$ cat src/rtl/uart_msg_pkg.sv
`default_nettype none
// ============================================================================
// Module      : uart_msg_pkg
// Description : Shared state codes, grant codes and ASCII constants for the
//               UART message scheduler.
// Revision    : 1.0 - initial release
// ============================================================================
package uart_msg_pkg;

  localparam logic [1:0] c_ST_IDLE = 2'd0;
  localparam logic [1:0] c_ST_LOAD = 2'd1;
  localparam logic [1:0] c_ST_SEND = 2'd2;
  localparam logic [1:0] c_ST_GAP  = 2'd3;

  localparam logic [1:0] c_GRANT_NONE  = 2'b00;
  localparam logic [1:0] c_GRANT_TIME  = 2'b01;
  localparam logic [1:0] c_GRANT_ALARM = 2'b10;

  localparam logic [7:0] c_ASCII_COLON = 8'h3A;
  localparam logic [7:0] c_ASCII_CR    = 8'h0D;
  localparam logic [7:0] c_ASCII_LF    = 8'h0A;
  localparam logic [7:0] c_ASCII_QMARK = 8'h3F;
  localparam logic [7:0] c_ASCII_A     = 8'h41;
  localparam logic [7:0] c_ASCII_L     = 8'h4C;
  localparam logic [7:0] c_ASCII_R     = 8'h52;
  localparam logic [7:0] c_ASCII_M     = 8'h4D;
  localparam logic [7:0] c_DIGIT_BASE  = 8'h30;

  localparam int c_TIME_LEN_DEF  = 10;
  localparam int c_ALARM_LEN_DEF = 7;
  localparam int c_IDX_W         = 4;

  // Non-decimal nibbles render as '?' so a corrupt clock value is visible.
  function automatic logic [7:0] bcd_to_ascii(input logic [3:0] nibble);
    if (nibble > 4'd9) begin
      return c_ASCII_QMARK;
    end
    return c_DIGIT_BASE + {4'd0, nibble};
  endfunction

endpackage
`default_nettype wire

$ cat src/rtl/uart_msg_scheduler_if.sv
`default_nettype none
// ============================================================================
// Module      : uart_msg_scheduler_if
// Description : Byte-level valid/ready handshake toward the UART transmitter.
// Revision    : 1.0 - initial release
// ============================================================================
interface uart_msg_scheduler_if;

  logic [7:0] tx_data;
  logic       tx_valid;
  logic       tx_ready;

  modport master (
    output tx_data,
    output tx_valid,
    input  tx_ready
  );

  modport slave (
    input  tx_data,
    input  tx_valid,
    output tx_ready
  );

endinterface
`default_nettype wire

$ cat src/rtl/uart_msg_char.sv
`default_nettype none
// ============================================================================
// Module      : uart_msg_char
// Description : Combinational lookup of one message byte from grant and index.
// Revision    : 1.0 - initial release
// ============================================================================
module uart_msg_char
  import uart_msg_pkg::*;
(
  input  wire logic [1:0]         grant,
  input  wire logic [c_IDX_W-1:0] index,
  input  wire logic [7:0]         hour_bcd,
  input  wire logic [7:0]         min_bcd,
  input  wire logic [7:0]         sec_bcd,
  output logic      [7:0]         char_out
);

  always_comb begin
    char_out = 8'h00;
    if (grant == c_GRANT_ALARM) begin
      case (index)
        4'd0:    char_out = c_ASCII_A;
        4'd1:    char_out = c_ASCII_L;
        4'd2:    char_out = c_ASCII_A;
        4'd3:    char_out = c_ASCII_R;
        4'd4:    char_out = c_ASCII_M;
        4'd5:    char_out = c_ASCII_CR;
        4'd6:    char_out = c_ASCII_LF;
        default: char_out = 8'h00;
      endcase
    end else if (grant == c_GRANT_TIME) begin
      case (index)
        4'd0:    char_out = bcd_to_ascii(hour_bcd[7:4]);
        4'd1:    char_out = bcd_to_ascii(hour_bcd[3:0]);
        4'd2:    char_out = c_ASCII_COLON;
        4'd3:    char_out = bcd_to_ascii(min_bcd[7:4]);
        4'd4:    char_out = bcd_to_ascii(min_bcd[3:0]);
        4'd5:    char_out = c_ASCII_COLON;
        4'd6:    char_out = bcd_to_ascii(sec_bcd[7:4]);
        4'd7:    char_out = bcd_to_ascii(sec_bcd[3:0]);
        4'd8:    char_out = c_ASCII_CR;
        4'd9:    char_out = c_ASCII_LF;
        default: char_out = 8'h00;
      endcase
    end
  end

endmodule
`default_nettype wire

$ cat src/rtl/uart_msg_scheduler.sv
`default_nettype none
// ============================================================================
// Module      : uart_msg_scheduler
// Description : Arbitrates alarm/time report requests and streams the granted
//               ASCII message into the UART transmitter, then enforces a gap.
// Revision    : 1.0 - initial release
// ============================================================================
module uart_msg_scheduler
  import uart_msg_pkg::*;
#(
  parameter int GAP_CYCLES = 104,
  parameter int TIME_LEN   = c_TIME_LEN_DEF,
  parameter int ALARM_LEN  = c_ALARM_LEN_DEF
) (
  input  wire logic                 clk1mhz,
  input  wire logic                 reset,
  input  wire logic                 req_time,
  input  wire logic                 req_alarm,
  input  wire logic [7:0]           hour_bcd,
  input  wire logic [7:0]           min_bcd,
  input  wire logic [7:0]           sec_bcd,
  uart_msg_scheduler_if.master      tx,
  output logic                      busy,
  output logic [1:0]                grant
);

  localparam int GAP_W = (GAP_CYCLES > 1) ? $clog2(GAP_CYCLES) : 1;

  logic [1:0]         r_state;
  logic [1:0]         r_grant;
  logic               r_pend_time;
  logic               r_pend_alarm;
  logic [c_IDX_W-1:0] r_idx;
  logic [GAP_W-1:0]   r_gap;
  logic [7:0]         r_snap_hour;
  logic [7:0]         r_snap_min;
  logic [7:0]         r_snap_sec;
  logic [7:0]         r_tx_data;
  logic               r_tx_valid;

  logic               w_grant_alarm;
  logic               w_grant_time;
  logic               w_accept;
  logic               w_last;
  logic [c_IDX_W-1:0] w_msg_len;
  logic [c_IDX_W-1:0] w_char_idx;
  logic [7:0]         w_char_hour;
  logic [7:0]         w_char_min;
  logic [7:0]         w_char_sec;
  logic [7:0]         w_char;

  assign w_grant_alarm = (r_state == c_ST_IDLE) && r_pend_alarm;
  assign w_grant_time  = (r_state == c_ST_IDLE) && !r_pend_alarm && r_pend_time;

  assign w_accept  = r_tx_valid && tx.tx_ready;
  assign w_msg_len = (r_grant == c_GRANT_ALARM) ? c_IDX_W'(ALARM_LEN) : c_IDX_W'(TIME_LEN);
  assign w_last    = (r_idx == (w_msg_len - 1'b1));

  // LOAD formats byte 0 from the live inputs, which are the values being
  // snapshotted on that same edge; later bytes read the snapshot only.
  assign w_char_idx  = (r_state == c_ST_LOAD) ? '0 : (r_idx + 1'b1);
  assign w_char_hour = (r_state == c_ST_LOAD) ? hour_bcd : r_snap_hour;
  assign w_char_min  = (r_state == c_ST_LOAD) ? min_bcd  : r_snap_min;
  assign w_char_sec  = (r_state == c_ST_LOAD) ? sec_bcd  : r_snap_sec;

  uart_msg_char u_char (
    .grant    (r_grant),
    .index    (w_char_idx),
    .hour_bcd (w_char_hour),
    .min_bcd  (w_char_min),
    .sec_bcd  (w_char_sec),
    .char_out (w_char)
  );

  // A new pulse beats a same-edge grant clear so the message repeats.
  always_ff @(posedge clk1mhz or posedge reset) begin
    if (reset) begin
      r_pend_time  <= 1'b0;
      r_pend_alarm <= 1'b0;
    end else begin
      r_pend_time  <= req_time  | (r_pend_time  & ~w_grant_time);
      r_pend_alarm <= req_alarm | (r_pend_alarm & ~w_grant_alarm);
    end
  end

  always_ff @(posedge clk1mhz or posedge reset) begin
    if (reset) begin
      r_state     <= c_ST_IDLE;
      r_grant     <= c_GRANT_NONE;
      r_idx       <= '0;
      r_gap       <= '0;
      r_snap_hour <= 8'h00;
      r_snap_min  <= 8'h00;
      r_snap_sec  <= 8'h00;
      r_tx_data   <= 8'h00;
      r_tx_valid  <= 1'b0;
    end else begin
      case (r_state)
        c_ST_IDLE: begin
          if (w_grant_alarm) begin
            r_grant <= c_GRANT_ALARM;
            r_state <= c_ST_LOAD;
          end else if (w_grant_time) begin
            r_grant <= c_GRANT_TIME;
            r_state <= c_ST_LOAD;
          end
        end
        c_ST_LOAD: begin
          if (r_grant == c_GRANT_TIME) begin
            r_snap_hour <= hour_bcd;
            r_snap_min  <= min_bcd;
            r_snap_sec  <= sec_bcd;
          end
          r_idx      <= '0;
          r_tx_data  <= w_char;
          r_tx_valid <= 1'b1;
          r_state    <= c_ST_SEND;
        end
        c_ST_SEND: begin
          if (w_accept) begin
            if (w_last) begin
              r_tx_valid <= 1'b0;
              r_gap      <= GAP_W'(GAP_CYCLES - 1);
              r_state    <= c_ST_GAP;
            end else begin
              r_idx     <= r_idx + 1'b1;
              r_tx_data <= w_char;
            end
          end
        end
        c_ST_GAP: begin
          if (r_gap == '0) begin
            r_grant <= c_GRANT_NONE;
            r_state <= c_ST_IDLE;
          end else begin
            r_gap <= r_gap - 1'b1;
          end
        end
        default: begin
          r_state <= c_ST_IDLE;
        end
      endcase
    end
  end

  assign tx.tx_data  = r_tx_data;
  assign tx.tx_valid = r_tx_valid;
  assign busy        = (r_state != c_ST_IDLE);
  assign grant       = r_grant;

endmodule
`default_nettype wire

$ cat src/flat_wrapper.sv
// flat-port wrapper written by rule: the top's interface ports become plain ports
module uart_msg_scheduler_flat import uart_msg_pkg::*;
#(
  parameter int GAP_CYCLES = 104,
  parameter int TIME_LEN   = c_TIME_LEN_DEF,
  parameter int ALARM_LEN  = c_ALARM_LEN_DEF
)
  (clk1mhz, reset, req_time, req_alarm, hour_bcd, min_bcd, sec_bcd, busy, grant, tx_tx_data, tx_tx_valid, tx_tx_ready);
  uart_msg_scheduler_if tx_i ();
  input  wire logic clk1mhz;
  input  wire logic reset;
  input  wire logic req_time;
  input  wire logic req_alarm;
  input  wire logic [7:0] hour_bcd;
  input  wire logic [7:0] min_bcd;
  input  wire logic [7:0] sec_bcd;
  output logic busy;
  output logic [1:0] grant;
  output wire logic [$bits(tx_i.tx_data)-1:0] tx_tx_data;
  output wire logic [$bits(tx_i.tx_valid)-1:0] tx_tx_valid;
  input wire logic [$bits(tx_i.tx_ready)-1:0] tx_tx_ready;
  assign tx_tx_data = tx_i.tx_data;
  assign tx_tx_valid = tx_i.tx_valid;
  assign tx_i.tx_ready = tx_tx_ready;
  uart_msg_scheduler #(.GAP_CYCLES(GAP_CYCLES), .TIME_LEN(TIME_LEN), .ALARM_LEN(ALARM_LEN)) u_core (.clk1mhz(clk1mhz), .reset(reset), .req_time(req_time), .req_alarm(req_alarm), .hour_bcd(hour_bcd), .min_bcd(min_bcd), .sec_bcd(sec_bcd), .tx(tx_i), .busy(busy), .grant(grant));
endmodule
$ cat config.mk
export PLATFORM = sky130hd
export DESIGN_NAME = uart_msg_scheduler_flat
export DESIGN_NICKNAME = d
export VERILOG_FILES = /design/src/rtl/uart_msg_pkg.sv /design/src/rtl/uart_msg_scheduler_if.sv /design/src/rtl/uart_msg_char.sv /design/src/rtl/uart_msg_scheduler.sv /design/src/flat_wrapper.sv
export SDC_FILE = /design/constraint.sdc
export NUM_CORES = 1
export LEC_CHECK = 0
export ABC_AREA = 1
export BUFFER_PORTS_ARGS = -buffer_cell sky130_fd_sc_hd__buf_2
export CAP_MARGIN = 40
export CORE_ASPECT_RATIO = 0.7
export CORE_MARGIN = 2
export CORE_UTILIZATION = 33
export DETAILED_ROUTE_END_ITERATION = 8
export SYNTH_ARGS = -nofsm -noshare
export SYNTH_HDL_FRONTEND = slang
export SYNTH_SLANG_ARGS = --single-unit
$ cat constraint.sdc
create_clock -name clk1mhz -period 2.4 [get_ports clk1mhz]
set_input_delay 0.6 -clock clk1mhz [delete_from_list [all_inputs] [get_ports clk1mhz]]
set_output_delay 0.6 -clock clk1mhz [all_outputs]
set_load 0.05 [all_outputs]
### Yosys cells after proc, flatten, opt, wreduce, memory -nomap -nowiden

Index checks and enable logic that the tools add are counted.

| word-level totals | value |
|---|---|
| input bits | 29 |
| output and inout bits | 12 |
| logic and storage cells | 139 |
| bits in registers | 50 |

| operators by class | value |
|---|---|
| reduce and logical (&&, ||, !) cells | 20 |
| add/sub/neg operators | 9 |
| magnitude comparators | 6 |
| equal/unequal tests | 21 |
| muxes and demuxes | 66 |
| bitwise operators | 6 |

Operators by type and width:

| operator | number |
|---|---|
| $mux W8 | 19 |
| $pmux W8 S9 | 1 |
| $add A6 B4 Y7 const A | 6 |
| $pmux W7 S6 | 1 |
| $mux W1 | 26 |
| $gt A4 B4 Y1 const B | 6 |
| $mux W7 | 3 |
| $eq A4 B3 Y1 const B | 4 |
| $mux W4 | 4 |
| $pmux W8 S2 | 1 |
| $pmux W7 S2 | 1 |
| $mux W2 | 6 |
| $reduce_and A3 Y1 | 3 |
| $eq A4 B2 Y1 const B | 2 |
| $eq A4 B4 Y1 const B | 2 |
| $pmux W2 S4 | 1 |
| $pmux W4 S2 | 1 |
| $reduce_and A4 Y1 | 2 |
| $reduce_bool A2 Y1 | 4 |
| $logic_not A7 Y1 | 1 |
| $sub A7 B1 Y7 const B | 1 |
| $eq A2 B2 Y1 const B | 3 |
| $ne A2 B1 Y1 const B | 3 |
| $add A4 B1 Y4 const B | 1 |
| 17 further kinds | 26 |

### Longest topological paths before layout

Gate-level depths: netlist of the first run.

| depth | value |
|---|---|
| word-level depth | 14 |
| gate-level depth with buffers | 15 |

### Hierarchy

A second synthesis of the first run with hierarchy kept.

| unflattened totals | value |
|---|---|
| cell total of the unflattened synthesis | 493 |
| area, all modules | 3285.7 um^2 |

By module, submodules not included:

| module | area each (um^2) | instances | seq. area each (um^2) | cells an instance |
|---|---|---|---|---|
| uart_msg_scheduler | 2686.3 | 1 | 1251.2 | 353 |
| uart_msg_char | 599.3 | 1 | 0.0 | 140 |

### Least setup slack after synthesis of the first run

Ideal clock, no wire load.

| timing | value |
|---|---|
| path kind | register to register |
| start point | reg u_core.r_grant[1], in the netlist u_core.grant[1] |
| end point | reg u_core.r_gap[5] |
| period minus slack after synthesis | 1842 ps |
| path slack | 558 ps |
| stages on the path, launching flop included | 12 |
| data arrival time | 1718 ps |
| cell sequence | dfrtp_1 -> nand2_1 -> inv_1 -> nand4_1 -> nand2_1 -> nand2_1 -> nand2_1 -> nand2_1 -> nor2_1 -> nand2_1 -> a21oi_1 -> o21ai_1 |

| on the way | value |
|---|---|
| cells in the longest elaborated chain, start to end | 6 |

Ends and longest elaborated chain:

| element | RTL line | RTL |
|---|---|---|
| start: declaration | uart_msg_scheduler.sv:30 | `logic [1:0] r_grant;` |
| start signal: assignment | uart_msg_scheduler.sv:89 | `r_grant <= c_GRANT_NONE;` |
| start signal: assignment | uart_msg_scheduler.sv:101 | `r_grant <= c_GRANT_ALARM;` |
| start signal: assignment | uart_msg_scheduler.sv:104 | `r_grant <= c_GRANT_TIME;` |
| $eq A2 B2 Y1 | uart_msg_scheduler.sv:56 | `assign w_msg_len = (r_grant == c_GRANT_ALARM) ? c_IDX_W'(ALARM_LEN) : c_IDX_W'(TIME_LEN);` |
| $mux W4 | uart_msg_scheduler.sv:56 |  |
| $sub A4 B1 Y4 | uart_msg_scheduler.sv:57 | `assign w_last = (r_idx == (w_msg_len - 1'b1));` |
| $eq A4 B4 Y1 | uart_msg_scheduler.sv:57 |  |
| $ne A2 B1 Y1 (no source line) | n/a |  |
| $reduce_and A4 Y1 (no source line) | n/a |  |
| end signal: assignment | uart_msg_scheduler.sv:123 | `r_gap <= GAP_W'(GAP_CYCLES - 1);` |
| end signal: assignment | uart_msg_scheduler.sv:136 | `r_gap <= r_gap - 1'b1;` |
| end: declaration | uart_msg_scheduler.sv:34 | `logic [GAP_W-1:0] r_gap;` |

Every way passes these cells.
A chain may end at the register's enable or synchronous reset.

### Worst setup path after layout of the first run

| timing | value |
|---|---|
| start point | reg u_core.r_idx[0] |
| end point | reg u_core.r_tx_data[2], in the netlist u_core.tx.tx_data[2] |

| on the way | value |
|---|---|
| cells in the longest elaborated chain, start to end | 10 |
| elaborated cells on any way between the ends | 24 |

Ends and longest elaborated chain:

| element | RTL line | RTL |
|---|---|---|
| start: declaration | uart_msg_scheduler.sv:33 | `logic [c_IDX_W-1:0] r_idx;` |
| start signal: assignment | uart_msg_scheduler.sv:126 | `r_idx <= r_idx + 1'b1;` |
| $add A4 B1 Y4 | uart_msg_scheduler.sv:61 | `assign w_char_idx = (r_state == c_ST_LOAD) ? '0 : (r_idx + 1'b1);` |
| $mux W4 | uart_msg_scheduler.sv:61 |  |
| $eq A4 B3 Y1 / $eq A4 B2 Y1 (equally long branches) | uart_msg_char.sv:21, uart_msg_char.sv:32 |  |
| $reduce_or A2 Y1 (no source line) | n/a |  |
| $pmux W8 S9 | uart_msg_char.sv:32 | `case (index)` |
| $mux W8 | uart_msg_char.sv:31 | `end else if (grant == c_GRANT_TIME) begin` |
| $mux W8 | uart_msg_char.sv:20 | `if (grant == c_GRANT_ALARM) begin` |
| $mux W8 | uart_msg_scheduler.sv:121 | `if (w_last) begin` |
| $mux W8 | uart_msg_scheduler.sv:120 | `if (w_accept) begin` |
| $pmux W8 S2 | uart_msg_scheduler.sv:98 | `case (r_state)` |
| end signal: assignment | uart_msg_scheduler.sv:115 | `r_tx_data <= w_char;` |
| end signal: assignment | uart_msg_scheduler.sv:127 | `r_tx_data <= w_char;` |
| end: declaration | uart_msg_scheduler.sv:38 | `logic [7:0] r_tx_data;` |

Parallel ways exist; a longest one is shown, timed or not. The select of a mux whose other input is x is not followed.

==> metrics.md, run 1 <==
| Metric | Value |
|---|---|
| Status | `completed` |
| Synthesis-to-layout area growth | `16.1%` |
| Vias in the first global route | `2612` |
| DR WL/cell | `12.5 um` |
| Post-CTS setup buffer count | `0` |
| N_diodes | `0` |
| Drc violations | `0` |
| TritonCTS clock tree | `built` |
| Overflow after GRT | `0` |
| EDFF count, synth | `0` |
| Share of cells above drive strength 1 | `0.143` |
| RSZ-0062 raised after global routing | `no` |
| Post-cts hold buffer count | `0` |
| Worst VDD drop | `0.728 mV` |
| Full die area | `9950 um2` |
| Placement Cell Area | `3360 um2` |
| Max Slew Vio Count | `0` |
| Pin count of the biggest net entering global routing | `49` |
| Initial antenna violation count | `0` |
| Syn_area_per_cell | `6.91 um2` |
| Non-Filler Instances | `~600` |
| Ys async rst share | `1.00` |
| # IOs | `41` |
| Leak pwr | `1.84 nW` |
| First-pass GRT wire length | `between 10000 and 15000 um` |
| Post-route cell area | `3510 um2` |
| Total of max-cap violations | `0` |
| # port buffers | `39` |
| Total power | `4.96 mW` |
| #FFs+latches synth | `49` |
| Maximum clock insertion buffer count | `2` |
| Clock slew at reported path FFs | `0.07 ns` |
| Detailed Place HPWL | `about 6000 um` |
| H-Tree Depth | `2` |
| Fin. Hold Viols | `0` |
| Hold crit path type | `in -> async` |
| Clk sinks | `a little under 50` |
| Top FF cell, synth | `dfrtp_1` |
| RePlAce Congestion | `0.898` |
| Post-placement cell count | `593` |
| DRT Wirelength | `between 7000 and 8000 um` |
| Worst path required time | `2.62 ns` |
| Fin worst setup slack | `approximately 0.24 ns` |
| Reg2Reg Depth | `11` |
| Worst EP arrival | `roughly 2.4 ns` |
| Crit. End Element | `register` |
| Yosys top cell area share | `0.406` |
| Mapped cell area | `3020 um2` |
| Sequential fraction of the synthesis area | `0.406` |
| Setup_tns | `0 ns` |
| TritonCTS buffer count | `5` |
| Initial Utilization | `0.337` |
| Yosys cell types | `29` |
| Nets | `513` |
| Vias | `about 2800` |
| Row count | `29` |
| DIE HEIGHT | `84.1 um` |
| Placeable Area | `approximately 9000 um2` |
| FILL cells | `968` |
| Drt initial violations | `192` |
| Die X | `118 um` |
| Routed Antenna Nets | `0` |
| Mapped Nets | `about 470` |
| Largest cells by area after synthesis | `dfrtp_1, nand2_1, inv_1` |
| Critical-path maximum fanout | `8` |
| Resized Gates After CTS | `0` |
| Minimum clock period | `2.16 ns` |
| First-pass DRT Iterations | `6` |
| Largest area contributor in the netlist | `dfrtp_1` |
| DP Worst Slack | `0.301 ns` |
| Ys Warns | `0` |
| Critical Setup Path Class | `reg -> reg` |
| CTS root buffer | `clkbuf_16` |
| # setup viols final | `0` |
| Pwr per Cell Area | `1410 nW/um2` |
| GR Util All Layers | `0.161` |
| Relative slew slack | `0.656` |
| Slew @ Worst Pin | `0.514 ns` |
| Post-Syn Instances | `437` |
| Final period util | `0.900` |
| Clock Skews | `0.00577 ns` |
| Mean number of vias per cell | `4.74` |
| F_max | `463 MHz` |
| Critical Path Source Type | `register` |
| Worst skew pair latency | `0.30 ns` |
==> per-stage QoR <==
stage,util,hold slack (ns)
after floorplan,-,0.445
after global routing,0.391,0.379
after detailed placement,0.375,0.471
after global placement,0.375,0.465
after CTS,0.391,0.345
final,0.391,0.326
==> worst max-delay path, cell delays in order (launching register included) <==
cell and delay, ns:
dfrtp_1 0.47, ha_1 0.38, inv_1 0.09, nor2_1 0.15, inv_1 0.09, nor2_2 0.22, nand3_1 0.21, a21oi_1 0.17
nor2_1 0.06, nand3_1 0.06, nand2_1 0.05, a21oi_1 0.13
==> sequential cells by signal, indices dropped and copies added, names as in the netlist, 2 cells and up <==
register / cells
u_core.r_snap_min: 8
u_core.r_idx: 4
u_core.r_state: 2
u_core.grant: 2
u_core.tx.tx_data: 7
u_core.r_snap_sec: 8
u_core.r_snap_hour: 8
u_core.r_gap: 7
==> cell usage in the layout (no fill, tap or decap), types with 2 or more instances in the layout <==
cell type,instances
dfrtp_1,49
clkbuf_16,5
o21a_1,2
nand2_1,125
o21ai_1,10
o21ai_0,45
nor2_2,2
nor3_1,2
nand4_1,5
ha_1,8
buf_2,39
o31ai_1,4
nand3_1,21
o21bai_1,2
nor2_1,44
buf_4,4
a21oi_1,24
xor2_1,2
inv_2,6
inv_1,62
nor2_4,3
nand2_2,2
clkinv_4,2
==> synth_stat cells (2+ instances only) <==
master / number
nand2_1: 125
inv_1: 63
dfrtp_1: 49
o21ai_0: 45
nor2_1: 44
a21oi_1: 24
nand3_1: 21
o21ai_1: 10
buf_2: 8
ha_1: 8
inv_2: 5
nand4_1: 5
o31ai_1: 4
nor2_4: 3
buf_4: 2
clkbuf_1: 2
nand2_2: 2
nor2_2: 2
nor3_1: 2
o21a_1: 2
o21bai_1: 2
xor2_1: 2
==> where the power goes <==
group	leakage [nW]	internal [mW]	switching, mW
logic	1.18	0.857	1.96
registers	0.588	1.21	0.204
clock network	0.0738	0.389	0.338
total	1.84	2.45	2.51
==> cells by family (layout without fill, tap and decap cells) <==
logic type      Yosys count  in the layout  synth area share
simple gates            208            208             0.294
compound gates           89             89             0.155
buf+inv                  80            120             0.105
fa+ha+maj                 8              8            0.0331
flops                    49             49             0.406
xor+xnor                  2              2           0.00580
other cells               1              1           0.00124
==> metal layers <==
metal	track usage	up-vias	share of wire
met2	0.210	83	0.37
li1	-	1457	-
met4	0.0390	0	0.0087
met3	0.0321	9	0.059
met1	0.264	1297	0.56
met5	0	-	0
==> area by class of cell <==
cell class,instances,area (um2),area share
flip-flops and latches,49,1230,0.350
well taps,124,155,0.0442
clock buffers,5,125,0.0357
repair buffers,44,245,0.0699
multi-input cells,308,1480,0.421
clock inverters,3,22.5,0.00642
inverters,68,255,0.0728
==> path summary, 6_finish.rpt <==
kind | from | endpoint | slack (ns)
worst max-delay path | u_core.r_idx[0] | u_core.tx.tx_data[2] | 0.24
worst min-delay path | reset | u_core.r_snap_min[2] | 0.33
worst max register to register | u_core.r_idx[0] | u_core.tx.tx_data[2] | 0.24
worst min register to register | u_core.r_gap[5] | u_core.r_gap[5] | 0.49
max in group asynchronous | reset | u_core.tx.tx_data[0] | 1.54
min in group clk1mhz | u_core.r_gap[5] | u_core.r_gap[5] | 0.49
(Power assumes the default switching activity.)
==> run 2: changes to the inputs <==
--- a/config.mk
+++ b/config.mk
@@ -6,12 +6,14 @@
 export NUM_CORES = 1
 export LEC_CHECK = 0
 export ABC_AREA = 1
-export BUFFER_PORTS_ARGS = -buffer_cell sky130_fd_sc_hd__buf_2
 export CAP_MARGIN = 40
 export CORE_ASPECT_RATIO = 0.7
 export CORE_MARGIN = 2
 export CORE_UTILIZATION = 33
 export DETAILED_ROUTE_END_ITERATION = 8
+export DONT_BUFFER_PORTS = 1
+export PLACE_DENSITY = 0.5
+export REMOVE_ABC_BUFFERS = 1
 export SYNTH_ARGS = -nofsm -noshare
 export SYNTH_HDL_FRONTEND = slang
 export SYNTH_SLANG_ARGS = --single-unit
==> run 2 against run 1 <==
Against the previous run: register-to-register slack better by 0.03 ns; total power shrank 2.5%; hold slack worse by 0.043 ns; worst setup slack better by 0.027 ns; critical path depth increased by 2; first-iteration DRC count shrank 40%; critical path type unchanged; critical endpoint is now u_core.tx.tx_data[1]; largest cell class unchanged.
==> metrics.md, run 2 (synthesis gave the netlist of run 1 again) <==
| Metric | Value |
|---|---|
| Critical Setup Path Class | `reg -> reg` |
| Drc violations | `0` |
| Pin count of the biggest net entering global routing | `49` |
| Reg2Reg Depth | `13` |
| DP Worst Slack | `0.271 ns` |
| Post-CTS setup buffer count | `0` |
| Max Slew Vio Count | `0` |
| TritonCTS buffer count | `5` |
| Slew @ Worst Pin | `0.664 ns` |
| First-pass DRT Iterations | `4` |
| Placeable Area | `8960 um2` |
| Hold crit path type | `in -> async` |
| Fin worst setup slack | `0.267 ns` |
| F_max | `469 MHz` |
| Critical Path Source Type | `register` |
| Row count | `29` |
| Post-route cell area | `3340 um2` |
| WL met1 | `3760 um` |
| Top delay family on crit path | `simple AND/OR/NAND/NOR gates` |
| Status | `completed` |
| Final core utilization | `0.373` |
| DR top layer | `met4` |
| N_diodes | `0` |
| Full die area | `around 10000 um2` |
| Post-cts hold buffer count | `0` |
| Worst EP arrival | `roughly 2.4 ns` |
| Area of the multi-input gates | `1480 um2` |
| Leak pwr | `1.70 nW` |
| TritonCTS clock tree | `built` |
| Fin. Hold Viols | `0` |
| FILL cells | `958` |
| Relative slew slack | `0.557` |
| Met2 wire len | `2710 um` |
| Synthesis-to-layout area growth | `10.6%` |
| Detailed Place HPWL | `~5500 um` |
| Placement Cell Area | `between 3000 and 4000 um2` |
| Regs by FF count | `u_core.r_snap_hour: 8 flops, u_core.r_snap_min: 8 flops, u_core.r_snap_sec: 8 flops` |
| Worst skew pair latency | `0.29 ns` |
| Setup_tns | `0 ns` |
| Drt initial violations | `around 120` |
| Total power | `4.83 mW` |
| Nets | `478` |
| GR Util All Layers | `0.148` |
| Worst Path Buf+Inv | `3` |
| Total of max-cap violations | `0` |
| Pwr per Cell Area | `about 1400 nW/um2` |
| Crit path depth | `13` |
| Final period util | `0.889` |
| First-pass GRT wire length | `11800 um` |
| DIE HEIGHT | `roughly 84 um` |
| DRT Wirelength | `7040 um` |
| # IOs | `41` |
| Vias | `roughly 2600` |
| Routed Antenna Nets | `0` |
| Slowest CP cell | `dfrtp_1` |
| Vias in the first global route | `2314` |
| Met3 WL | `499 um` |
| H-Tree Depth | `2` |
| Maximum clock insertion buffer count | `2` |
| Crit path cell chain | `ha_1 -> inv_1 -> nor2_1 -> inv_1 -> nor2_1 -> inv_1 -> nor2_4 -> nand2_1 -> nand3_1 -> nor2_1 -> nand2_1 -> nand2_1 -> a21oi_1` |
| RePlAce Congestion | `0.784` |
| Clock Skews | `~0.006 ns` |
| RSZ-0062 raised after global routing | `no` |
| Critical-path maximum fanout | `8` |
| Die X | `118 um` |
| Most frequent cells in the layout | `nand2_1, inv_1, dfrtp_1, o21ai_0, nor2_1` |
| Mean number of vias per cell | `between 4 and 5` |
| Clk sinks | `49` |
| # setup viols final | `0` |
| DR WL/cell | `12.5 um` |
| Minimum clock period | `2.13 ns` |
| Commonest non-fill, non-tap cell in the layout | `nand2_1` |
| Share of cells above drive strength 1 | `0.0703` |
| Initial antenna violation count | `0` |
| CP max stage delay | `0.50 ns` |
| # port buffers | `0` |
| Sequential cell area | `1230 um2` |
| CTS root buffer | `clkbuf_16` |
| Worst VDD drop | `0.777 mV` |
| Crit. End Element | `register` |
| Overflow after GRT | `0` |
| Clock slew at reported path FFs | `around 0.060 ns` |
| Initial Utilization | `0.337` |
| Worst path required time | `2.61 ns` |
==> run 2: cell types whose count changed in the layout (fill, tap and decap cells not counted) <==
| cell | delta |
|---|---|
| buf_2 | -39 |
| clkinv_4 | -2 |
| clkbuf_8 | +1 |
| clkinv_2 | -1 |
| clkbuf_1 | +1 |
| buf_4 | +4 |
| nor2_2 | -1 |
| nor2_4 | +1 |
==> run 2: metrics by stage <==
step / hold slack [ns] / instances
after global placement: 0.467 / 558
after CTS: 0.311 / 565
final: 0.283 / 565
after global routing: 0.335 / 565
after floorplan: 0.445 / 425
after detailed placement: 0.469 / 558
==> run 2: final timing paths <==
path	start	end	slack [ns]
max	u_core.r_idx[0]	u_core.tx.tx_data[1]	0.27
min	reset	u_core.r_pend_alarm	0.28
max reg2reg	u_core.r_idx[0]	u_core.tx.tx_data[1]	0.27
min reg2reg	u_core.r_gap[2]	u_core.r_gap[2]	0.48
max in group asynchronous	reset	u_core.r_snap_hour[1]	1.57
min in group clk1mhz	req_alarm	u_core.r_pend_alarm	0.42
==> run 2: cell type report <==
type | count | share of cell area
Clock buffer | 7 | 0.0427
Inverter | 68 | 0.0764
Multi-Input combinational cell | 308 | 0.444
Sequential cell | 49 | 0.367
Tap cell | 124 | 0.0464
Timing Repair Buffer | 9 | 0.0240
==> run 2: where the power goes <==
part	switching (mW)	total [mW]	internal, mW	leakage, nW
combinational	1.69	2.51	0.825	1.05
clock	0.296	0.705	0.410	0.0700
sequential	0.412	1.62	1.21	0.588
==> run 2: what timing repair did <==
item,4_1_cts,5_1_grt
endpoints found under the hold margin,0,0
resized for setup,0,1
endpoints found under the setup margin,0,2
==> run 2: per-layer routing <==
layer | GRT usage | vias up
li1 | - | 1380
met1 | 0.233 | 1162
met2 | 0.194 | 68
met3 | 0.0423 | 8
met4 | 0.0357 | 0
met5 | 0 | -
==> run 3: changes to the inputs <==
--- a/config.mk
+++ b/config.mk
@@ -12,7 +12,9 @@
 export CORE_UTILIZATION = 33
 export DETAILED_ROUTE_END_ITERATION = 8
 export DONT_BUFFER_PORTS = 1
+export GPL_ROUTABILITY_DRIVEN = 0
 export PLACE_DENSITY = 0.5
+export RECOVER_POWER = 50
 export REMOVE_ABC_BUFFERS = 1
 export SYNTH_ARGS = -nofsm -noshare
 export SYNTH_HDL_FRONTEND = slang
==> run 3 against run 2 <==
Against the previous run: final cell count stayed put; sequential cell count did not move; clock-buffer cell count is the same; sequential power hardly changed; wire length about the same; design area shrank 0.56%; hold slack gained 0.14 ns; clock power about the same.
==> metrics.md, run 3 (synthesis gave the netlist of run 1 again) <==
| Metric | Value |
|---|---|
| Nets | `478` |
| First-pass DRT Iterations | `4` |
| Fin. Hold Viols | `0` |
| Commonest non-fill, non-tap cell in the layout | `nand2_1` |
| Crit. End Element | `register` |
| Share of cells above drive strength 1 | `0.0590` |
| Drt initial violations | `112` |
| Final period util | `0.886` |
| Pin count of the biggest net entering global routing | `49` |
| Area of the multi-input gates | `roughly 1500 um2` |
| TritonCTS buffer count | `5` |
| Minimum clock period | `2.13 ns` |
| Vias | `2613` |
| Pwr per Cell Area | `1450 nW/um2` |
| Slew @ Worst Pin | `1.13 ns` |
| # IOs | `around 40` |
| TritonCTS clock tree | `built` |
| Die X | `between 100 and 150 um` |
| DR WL/cell | `~12 um` |
| Regs by FF count | `u_core.r_snap_hour: 8 flops, u_core.r_snap_min: 8 flops, u_core.r_snap_sec: 8 flops` |
| Drc violations | `0` |
| Max Slew Vio Count | `0` |
| Worst EP arrival | `about 2.3 ns` |
| Initial antenna violation count | `0` |
| Worst path required time | `2.61 ns` |
| FILL cells | `961` |
| # port buffers | `0` |
| F_max | `470 MHz` |
| Row count | `29` |
| DRT Wirelength | `7040 um` |
| Maximum clock insertion buffer count | `2` |
| Most frequent cells in the layout | `nand2_1, inv_1, dfrtp_1, o21ai_0, nor2_1` |
| Full die area | `about 10000 um2` |
| CTS root buffer | `clkbuf_16` |
| Clock Skews | `0.00619 ns` |
| Worst skew pair latency | `0.29 ns` |
| Leak pwr | `1.70 nW` |
| Post-cts hold buffer count | `0` |
| Hold crit path type | `in -> reg` |
| Vias in the first global route | `approximately 2300` |
| N_diodes | `0` |
| Critical Setup Path Class | `reg -> reg` |
| GR Util All Layers | `0.148` |
| Critical-path maximum fanout | `8` |
| Clock slew at reported path FFs | `0.06 ns` |
| Placeable Area | `8960 um2` |
| Total of max-cap violations | `0` |
| Clk sinks | `49` |
| Critical Path Source Type | `register` |
| Detailed Place HPWL | `~5500 um` |
| Overflow after GRT | `0` |
| Relative slew slack | `0.243` |
| Sequential cell area | `1230 um2` |
| Routed Antenna Nets | `0` |
| First-pass GRT wire length | `11800 um` |
| Initial Utilization | `0.337` |
| Worst VDD drop | `0.752 mV` |
| RSZ-0062 raised after global routing | `no` |
| Setup_tns | `0 ns` |
| Post-route cell area | `3320 um2` |
| Placement Cell Area | `about 3200 um2` |
| Synthesis-to-layout area growth | `9.98%` |
| Mean number of vias per cell | `between 4 and 5` |
| DIE HEIGHT | `84.1 um` |
| # setup viols final | `0` |
| Status | `completed` |
| H-Tree Depth | `2` |
-- run 3: cell types whose count changed in the layout (fill, tap and decap cells not counted), sizes merged --
cell,before,now
buf,9,5
clkbuf,7,10
dlymetal6s2s,0,1
-- run 3: worst max-delay path, cell delays in order, from the launching register on --
cell and delay, ns:
dfrtp_1 0.50, ha_1 0.39, inv_1 0.09, nor2_1 0.12, inv_1 0.10, nor2_1 0.13
inv_1 0.09, nor2_4 0.15, nand2_1 0.07, nand3_1 0.11, nor2_1 0.05, nand2_1 0.07
nand2_1 0.05, a21oi_1 0.13
-- run 3: repair_timing --
| action | CTS | global route |
|---|---|---|
| setup endpoints to repair | 0 | 2 |
| resized for setup | 0 | 1 |
| setup buffers | 0 | 0 |
-- run 3: metal layers --
metal  part of all wire  global-route usage  wire length, um  vias to the layer above
li1                   -                   -                -                     1379
met1               0.55               0.233             3850                     1162
met2               0.38               0.194             2710                       64
met3              0.058              0.0423              411                        8
met4             0.0099              0.0357               70                        0
met5                  0                   0                0                        -
-- run 3: metrics by stage --
stage	utilization	cells	hold slack, ns	total power, mW	setup WS [ns]
floorplan	-	425	0.445	3.49	0.0533
detailed placement	0.356	558	0.469	4.15	0.271
CTS	0.372	565	0.311	4.88	0.242
finish	0.371	565	0.420	4.82	0.273
global route	0.371	565	0.415	5.33	0.0122
global placement	0.356	558	0.467	4.12	0.295
-- run 3: power breakdown --
group          switching [mW]  total [mW]  internal [mW]
Sequential              0.411        1.62           1.21
Clock                   0.297       0.706          0.410
Combinational            1.69        2.50          0.811
-- run 3: layout make-up --
class / instances / share of cell area
clock buffers: 7 / 0.0429
inverters: 68 / 0.0768
multi-input cells: 308 / 0.446
flip-flops and latches: 49 / 0.369
well taps: 124 / 0.0467
repair buffers: 9 / 0.0184
-- run 3: final timing paths --
path	slack, ns	start	cells after the start	end
setup / recovery	0.27	u_core.r_idx[0]	13	u_core.tx.tx_data[1]
hold / removal	0.42	req_alarm	1	u_core.r_pend_alarm
setup reg to reg	0.27	u_core.r_idx[0]	13	u_core.tx.tx_data[1]
hold reg to reg	0.48	u_core.r_gap[2]	2	u_core.r_gap[2]
max in group asynchronous	0.41	reset	2	u_core.r_snap_hour[2]
min in group asynchronous	0.49	reset	1	u_core.r_pend_alarm
